<file path="src/rtl/leaf_pkg.sv">
// Shared definitions for the leaf streaming FIFO: default payload width,
// payload word type and the pointer-width helper.
package leaf_pkg;

  localparam int DEFAULT_DATA_W = 8;

  typedef logic [DEFAULT_DATA_W-1:0] word_t;

  // A depth of 1 would give a zero-width pointer, so clamp to one bit.
  function automatic int ptr_width(input int depth);
    return (depth < 2) ? 1 : $clog2(depth);
  endfunction

endpackage

</file>
<file path="src/rtl/leaf_stream_fifo_mem.sv">
// DEPTH x DATA_W register array: synchronous write, asynchronous read,
// synchronous clear on rst (clear wins over a concurrent write).
module leaf_stream_fifo_mem
  import leaf_pkg::*;
#(
  parameter int DATA_W = DEFAULT_DATA_W,
  parameter int DEPTH  = 4,
  parameter int PTR_W  = ptr_width(DEPTH)
) (
  input  logic              clk,
  input  logic              rst,
  input  logic              wr_en,
  input  logic [PTR_W-1:0]  wr_addr,
  input  logic [DATA_W-1:0] wr_data,
  input  logic [PTR_W-1:0]  rd_addr,
  output logic [DATA_W-1:0] rd_data
);

  logic [DATA_W-1:0] mem_q [DEPTH];
  logic [DATA_W-1:0] mem_d [DEPTH];

  always_comb begin
    mem_d = mem_q;
    if (wr_en) begin
      mem_d[wr_addr] = wr_data;
    end
  end

  always_ff @(posedge clk) begin
    if (rst) begin
      mem_q <= '{default: '0};
    end else begin
      mem_q <= mem_d;
    end
  end

  assign rd_data = mem_q[rd_addr];

endmodule

</file>
<file path="src/rtl/leaf_stream_fifo.sv">
// Leaf streaming FIFO with valid/ready on both sides and occupancy count.
// Define LEAF_STREAM_FIFO_STATS_EN to add push_total and hwm statistics outputs.
module leaf_stream_fifo
  import leaf_pkg::*;
#(
  parameter  int DATA_W = DEFAULT_DATA_W,
  parameter  int DEPTH  = 4,
  localparam int CNT_W  = $clog2(DEPTH) + 1
) (
  input  logic              clk,
  input  logic              rst,
  input  logic              in_valid,
  output logic              in_ready,
  input  logic [DATA_W-1:0] in_data,
  output logic              out_valid,
  input  logic              out_ready,
  output logic [DATA_W-1:0] out_data,
`ifdef LEAF_STREAM_FIFO_STATS_EN
  output logic [31:0]       push_total,
  output logic [CNT_W-1:0]  hwm,
`endif
  output logic [CNT_W-1:0]  count
);

  localparam int PTR_W = ptr_width(DEPTH);

  logic [PTR_W-1:0] wr_ptr_q, wr_ptr_d;
  logic [PTR_W-1:0] rd_ptr_q, rd_ptr_d;
  logic [CNT_W-1:0] count_q, count_d;
  logic             push;
  logic             pop;

  // Ready/valid depend only on the registered count, so out_ready never
  // reaches in_ready combinationally.
  assign in_ready  = (count_q != CNT_W'(DEPTH));
  assign out_valid = (count_q != '0);
  assign push      = in_valid && in_ready;
  assign pop       = out_valid && out_ready;
  assign count     = count_q;

  always_comb begin
    wr_ptr_d = wr_ptr_q;
    rd_ptr_d = rd_ptr_q;
    count_d  = count_q;
    if (push) begin
      wr_ptr_d = wr_ptr_q + PTR_W'(1);
    end
    if (pop) begin
      rd_ptr_d = rd_ptr_q + PTR_W'(1);
    end
    unique case ({push, pop})
      2'b10:   count_d = count_q + CNT_W'(1);
      2'b01:   count_d = count_q - CNT_W'(1);
      default: count_d = count_q;
    endcase
  end

  always_ff @(posedge clk) begin
    if (rst) begin
      wr_ptr_q <= '0;
      rd_ptr_q <= '0;
      count_q  <= '0;
    end else begin
      wr_ptr_q <= wr_ptr_d;
      rd_ptr_q <= rd_ptr_d;
      count_q  <= count_d;
    end
  end

  leaf_stream_fifo_mem #(
    .DATA_W (DATA_W),
    .DEPTH  (DEPTH),
    .PTR_W  (PTR_W)
  ) u_mem (
    .clk     (clk),
    .rst     (rst),
    .wr_en   (push),
    .wr_addr (wr_ptr_q),
    .wr_data (in_data),
    .rd_addr (rd_ptr_q),
    .rd_data (out_data)
  );

`ifdef LEAF_STREAM_FIFO_STATS_EN
  logic [31:0]      push_total_q, push_total_d;
  logic [CNT_W-1:0] hwm_q, hwm_d;

  // hwm samples the registered count, so a new maximum shows one cycle later.
  always_comb begin
    push_total_d = push_total_q;
    hwm_d        = hwm_q;
    if (push) begin
      push_total_d = push_total_q + 32'd1;
    end
    if (count_q > hwm_q) begin
      hwm_d = count_q;
    end
  end

  always_ff @(posedge clk) begin
    if (rst) begin
      push_total_q <= '0;
      hwm_q        <= '0;
    end else begin
      push_total_q <= push_total_d;
      hwm_q        <= hwm_d;
    end
  end

  assign push_total = push_total_q;
  assign hwm        = hwm_q;
`endif

endmodule

</file>
<file path="config.mk">
export PLATFORM = sky130hd
export DESIGN_NAME = leaf_stream_fifo
export DESIGN_NICKNAME = d
export VERILOG_FILES = /design/src/rtl/leaf_pkg.sv /design/src/rtl/leaf_stream_fifo_mem.sv /design/src/rtl/leaf_stream_fifo.sv
export SDC_FILE = /design/constraint.sdc
export NUM_CORES = 1
export LEC_CHECK = 0
export CAP_MARGIN = 20
export CORE_MARGIN = 5
export CORE_UTILIZATION = 40
export CTS_BUF_LIST = sky130_fd_sc_hd__clkbuf_16
export CTS_CLUSTER_SIZE = 14
export DETAILED_ROUTE_END_ITERATION = 10
export GPL_ROUTABILITY_DRIVEN = 0
export GPL_TIMING_DRIVEN = 0
export PLACE_DENSITY = 0.71
export SYNTH_ARGS = -nofsm -noshare
export SYNTH_HDL_FRONTEND = slang
export SYNTH_HIERARCHICAL = 1
export SYNTH_SLANG_ARGS = --single-unit
export TNS_END_PERCENT = 30
</file>
<file path="constraint.sdc">
create_clock -name clk -period 4.15 [get_ports clk]
set_clock_uncertainty 0.2 [all_clocks]
set_input_delay 0.6225 -clock clk [delete_from_list [all_inputs] [get_ports clk]]
set_output_delay 0.6225 -clock clk [all_outputs]
set_load 0.05 [all_outputs]
</file>
# Yosys cells after proc, flatten, opt, wreduce, memory -nomap -nowiden
# Index checks and enable logic that the tools add are counted.
[op_classes] n_addsub=4 mul=0 div_mod_pow=0 order_cmp=3 eq_ne=3 shifts=0 n_mux=7 bitwise=2 n_reduce_logical=5
[ops] op="$bwmux 32" n=1
[ops] op="$mux 8" n=3
[ops] op="$bmux 8 s2" n=1
[ops] op="$demux 8 s2" n=1
[ops] op="$ge 3x3->1 const B" n=2
[ops] op="$not 2->3" n=2
[ops] op="$pmux 3 s2" n=1
[ops] op="$add 2x1->2 const B" n=2
[ops] op="$add 3x1->3 const B" n=1
[ops] op="$logic_and 1x1->1" n=3
[ops] op="$lt 3x1->1 const B" n=1
[ops] op="$ne 3x3->1 const B" n=1
[ops] op="$reduce_bool 3->1" n=1
[ops] op="$sub 3x1->3 const B" n=1
[ops] op="$eq 2x1->1 const B" n=1
[ops] op="$eq 2x2->1 const B" n=1
[ops] op="$reduce_bool 2->1" n=1
[word_totals] register_bits=39 latch_bits=0 mem_bits_rw=0 mem_bits_ro=0 inputBits=12 out_inout_bits=13 word_cells=31 memories=0

# Logic depth before layout (Yosys ltp)
# Gate-level depths: netlist of the first run.
[logic_depth] ltp_word=6 ltp_mapped=8 depth_no_buf=8

# Cells and area by module
# Netlist of the first run, hierarchy kept.
[by_module_without_submodules] module="leaf_stream_fifo_mem" n_inst=1 cells_each=125 area_per_inst_um2=1467.7
[by_module_without_submodules] module="leaf_stream_fifo" n_inst=1 cells_each=40 area_per_inst_um2=360.3

# Least setup slack after synthesis of the first run
# OpenSTA, ideal clock, no wires.
[synth_timing] path_kind="reg-to-reg" start="reg count_q[2] (netlist: count[2])" end="reg count_q[2] (netlist: count[2])" setup_time_ns=0.070 t_arrival_ns=2.603 required_ns=3.880 setup_slack_ns=1.277 stages_incl_launch_ff=9 n_path_buf=0 synth_period_minus_slack_ns=2.873 path_cell_list="dfxtp_1 -> or3b_4 -> nand2_1 -> ha_1 -> inv_1 -> fa_1 -> xor2_1 -> or3_2 -> a21oi_1"
[synth_via] elab_chain_cells=4
[synth_lines] item="from (decl)" line="leaf_stream_fifo.sv:29" rtl="logic [CNT_W-1:0] count_q, count_d;"
[synth_lines] item="from (signal assigned)" line="leaf_stream_fifo.sv:66" rtl="count_q <= count_d;"
[synth_lines] item="$ne 3x3->1 (*)" line="leaf_stream_fifo.sv:35" rtl="assign in_ready = (count_q != CNT_W'(DEPTH));"
[synth_lines] item="via in_ready" line="leaf_stream_fifo.sv:13" rtl="output logic in_ready,"
[synth_lines] item="$logic_and 1x1->1 (*)" line="leaf_stream_fifo.sv:37" rtl="assign push = in_valid && in_ready;"
[synth_lines] item="$eq 2x1->1 / $eq 2x2->1 (equally long branches)" line="leaf_stream_fifo.sv:51" rtl="unique case ({push, pop})"
[synth_lines] item="$pmux 3 s2 / $reduce_bool 2->1 (equally long branches)"
# The timed path passes the listed nets; every way through them passes the cells marked *.
# A chain may end at the register's enable or synchronous reset.

# Final worst setup path of the first run
[layout_timing] start="reg rd_ptr_q[1]" end="out out_data[4]"
[layout_via] elab_chain_cells=4
[layout_lines] item="from (decl)" line="leaf_stream_fifo.sv:28" rtl="logic [PTR_W-1:0] rd_ptr_q, rd_ptr_d;"
[layout_lines] item="from (signal assigned)" line="leaf_stream_fifo.sv:65" rtl="rd_ptr_q <= rd_ptr_d;"
[layout_lines] item="$not 2->3 (implied by the code)" line="leaf_stream_fifo_mem.sv:37" rtl="assign rd_data = mem_q[rd_addr];"
[layout_lines] item="$bmux 8 s2" line="leaf_stream_fifo_mem.sv:37"
[layout_lines] item="$mux 8 (implied by the code) (2 in a row)" line="leaf_stream_fifo_mem.sv:37"
[layout_lines] item="to (decl)" line="leaf_stream_fifo.sv:17" rtl="output logic [DATA_W-1:0] out_data,"
# Every way passes these cells. The select of a mux whose other input is x is not followed.

==> flow_summary.toml, run 1 <==
[critical_path]
r2r_slack_ns = 1.62
crit_arrival_ns = 2.21
critPathRequiredTime_ns = 3.33
r2r_end = "count[2]$_SDFFE_PP0P_"
crit_slowest_cell = "clkdlybuf4s50_1"
worstSetupPathType = "flop to output pin"
cp_max_fo = 8
cp-end-kind = "output pin"
crit_chain = "buf_2, mux4_2, clkdlybuf4s50_1"
rr_worst_depth = 8
r2r-start = "count[2]$_SDFFE_PP0P_"
slowest_delay_ns = 0.72
worstSetupStartpointType = "flop"

[power_and_ir_drop]
ir_drop_uv = 479
seqPwrFrac_pct = 35.3
clockPowerShare_pct = 28.0
p_int_mw = 0.836
power_leakage_nw = 0.939
switching_share_pct = 35.9
p_sw_mw = 0.468
power_frac_comb_pct = 36.7
power.density_nw_per_um2 = 576

[sta]
hold_violations = 0
post-route-min-period_ns = 3.03
relSlewSlack_pct = 60.0
rsz0062_at_grt = "no"
drv_slew = 0
layout_setup_ws_ns = 1.12
setup_viol = 0
max_freq_ghz = 0.329
fin_crit_sh_pct = 73.1
tightest_slew_ns = 0.598
finalSetupTns_ns = 0

[placement]
portBuffers = 23
dp_slack_ns = 1.30
dp_hpwl_mm = 2.59
dpl_cell_area_um2 = 2120

[finish]
drive_gt1_share_pct = 12.8
nets = 209
diodes = 0
syn2layout_area_growth_pct = 23.9
layout_common_cells = "nand2b_1, dfxtp_1, mux2i_1"
final_area_um2 = 2260
final_common_cell = "nand2b_1"
post-route-util_pct = 51.7

[clocking]
post_cts_resized = 0
cts_tree = "done"
cts_buffer_depth = 2
clock_latency_ns = 0.28
path_clk_slew_ns = 0.05
cts_setup_buffers = 0
clock_sinks = 39
numCtsBuffers = 5
cts.root.buffer_cell = "clkbuf_16"
cts_hold_buf = 0
htree_num_levels = 2

[floorplanning]
die_area_um2 = 6020
start_util_pct = 41.7
io_pins = 25
core_area_um2 = 4380
die_h_um = 77.6
die_w_um = 77.6
rows = 24

[drt]
wl_mm = 3.83
wl_met3_um = 190
top_layer = "met4"
met1Wirelength_mm = 1.83
drt-pass1-iter-count = 6
drc = 0
wl_per_cell_um = 15.5
met2_length_mm = 1.72
vias = 1260
drt_iter0_markers = 74
viasPerCell = 5.08
drtAntennaViolNets = 0

[yosys]
synth_area_um2 = 1830
synth_seq_cells = 39
yosysTopAreaCell = "dfxtp_1"
yosys_warnings = 6
synthTopCellsByArea = "dfxtp_1, mux2i_1, nand2b_1"
syn_nets = 179
yosysUniqueCellTypes = 26
synthCells = 165
synth_top_area_share_pct = 42.7
yosysSeqAreaShare_pct = 42.7
synth.avg_cell_area_um2 = 11.1

[global_route]
antenna_found_initial = 0
grt_pass1_vias = 1255
grt.total_usage_pct = 13.4
grt_pass1_wl_mm = 6.19
grt_max_degree = 13
overflow = 0

[worst_hold_path]
hold_start = "u_mem/mem_q[22]$_SDFFE_PP0P_"
hold_path_class = "flop to flop"
hold_path_depth = 2
hold_path_end = "u_mem/mem_q[22]$_SDFFE_PP0P_"

[job]
cap_violations = 0

[run_status]
outcome = "finished, final reports clean"
[cell families (layout without fill, tap and decap cells)]
| group | count (synthesis) | in the layout | share of synthesized area, % |
|---|---|---|---|
| AND/OR/NAND/NOR | 57 | 57 | 19.0 |
| multiplexers | 40 | 40 | 27.4 |
| flip-flops | 39 | 39 | 42.7 |
| buffers and inverters | 15 | 46 | 3.76 |
| AO/OA/AOI/OAI | 8 | 8 | 3.42 |
| XOR/XNOR | 4 | 4 | 1.92 |
| adder cells (fa/ha/maj) | 2 | 2 | 1.78 |
[layout make-up]
class                   instances  area [um^2]
fillers                       412         2120
multi-input cells             111          978
flip-flops and latches         39          781
repair buffers                 23          230
clock buffers                   5          125
well taps                      52         65.1
plain buffers                  10         50.0
inverters                       5         18.8
clock inverters                 3         16.3
[metrics by stage]
stage	std cells	hold WS [ns]	power, mW
finish	248	0.271	1.30
global route	248	0.289	1.37
CTS	248	0.276	1.32
detailed placement	240	0.269	0.950
global placement	240	0.259	0.944
floorplan	165	0.245	0.813
[how the worst max path moves through the flow]
stage | depth (start not counted) | startpoint | slack (ns) | end
after floorplan | 8 | count[2]$_SDFFE_PP0P_ | 1.28 | count[2]$_SDFFE_PP0P_
final | 3 | rd_ptr_q[1]$_SDFFE_PP0P_ | 1.12 | out_data[4]
after global routing | 3 | rd_ptr_q[1]$_SDFFE_PP0P_ | 1.03 | out_data[4]
after global placement | 8 | out_ready | 1.32 | count[2]$_SDFFE_PP0P_
after detailed placement | 8 | out_ready | 1.30 | count[2]$_SDFFE_PP0P_
after CTS | 3 | rd_ptr_q[1]$_SDFFE_PP0P_ | 1.08 | out_data[4]
[Yosys cell counts]
master,count
mux4_2,8
nand3b_1,1
o311ai_0,1
buf_2,4
or3b_1,1
o31a_2,1
a31o_1,1
a311oi_2,1
nand2_1,1
xor2_1,3
inv_1,5
a21oi_1,2
xnor2_1,1
and3b_1,1
clkbuf_1,5
or3_2,2
ha_1,1
nor2_1,7
fa_1,1
buf_6,1
nand2b_1,41
o21ai_0,2
dfxtp_1,39
mux2i_1,32
nand3_1,2
or3b_4,1
[critical path, delay by kind of cell (launching register included)]
| family | cells | cell delay [ns] |
|---|---|---|
| buffers and inverters | 2 | 1.03 |
| DFF | 1 | 0.33 |
| muxes | 1 | 0.56 |
[state kept, by name (all words and copies together) (netlist names)]
| signal | flops |
|---|---|
| rd_ptr_q | 2 |
| count | 3 |
| u_mem/mem_q | 32 |
| wr_ptr_q | 2 |
[per-layer routing]
metal / vias to the layer above / global-route usage [%]
met5: - / 0
met4: 0 / 7.22
met3: 8 / 3.70
met2: 27 / 19.7
met1: 597 / 17.7
li1: 628 / -
[power by group through the flow]
stage | Clock [mW] | Sequential [mW] | Combinational (mW)
floorplan | 0 | 0.498 | 0.316
global placement | 0 | 0.466 | 0.478
detailed placement | 0 | 0.468 | 0.482
CTS | 0.376 | 0.460 | 0.484
global route | 0.393 | 0.467 | 0.510
finish | 0.365 | 0.460 | 0.479
Note: power is estimated with default switching activity, not from simulation.
==> inputs of run 2 (changes only) <==
clock period = 3.1 ns   (was 4.15 ns; I/O delays follow)
==> results of run 2 <==
The final DEF is identical to that of run 1. Status: finished, final reports clean.
Main changes from that run: setup slack after placement 1.30 ns -> 0.409 ns; setup slack after layout 1.12 ns -> 0.223 ns; register-to-register setup slack 1.62 ns -> 0.57 ns; total power 1.30 mW -> 1.75 mW; worst IR drop on VDD 479 uV -> 642 uV
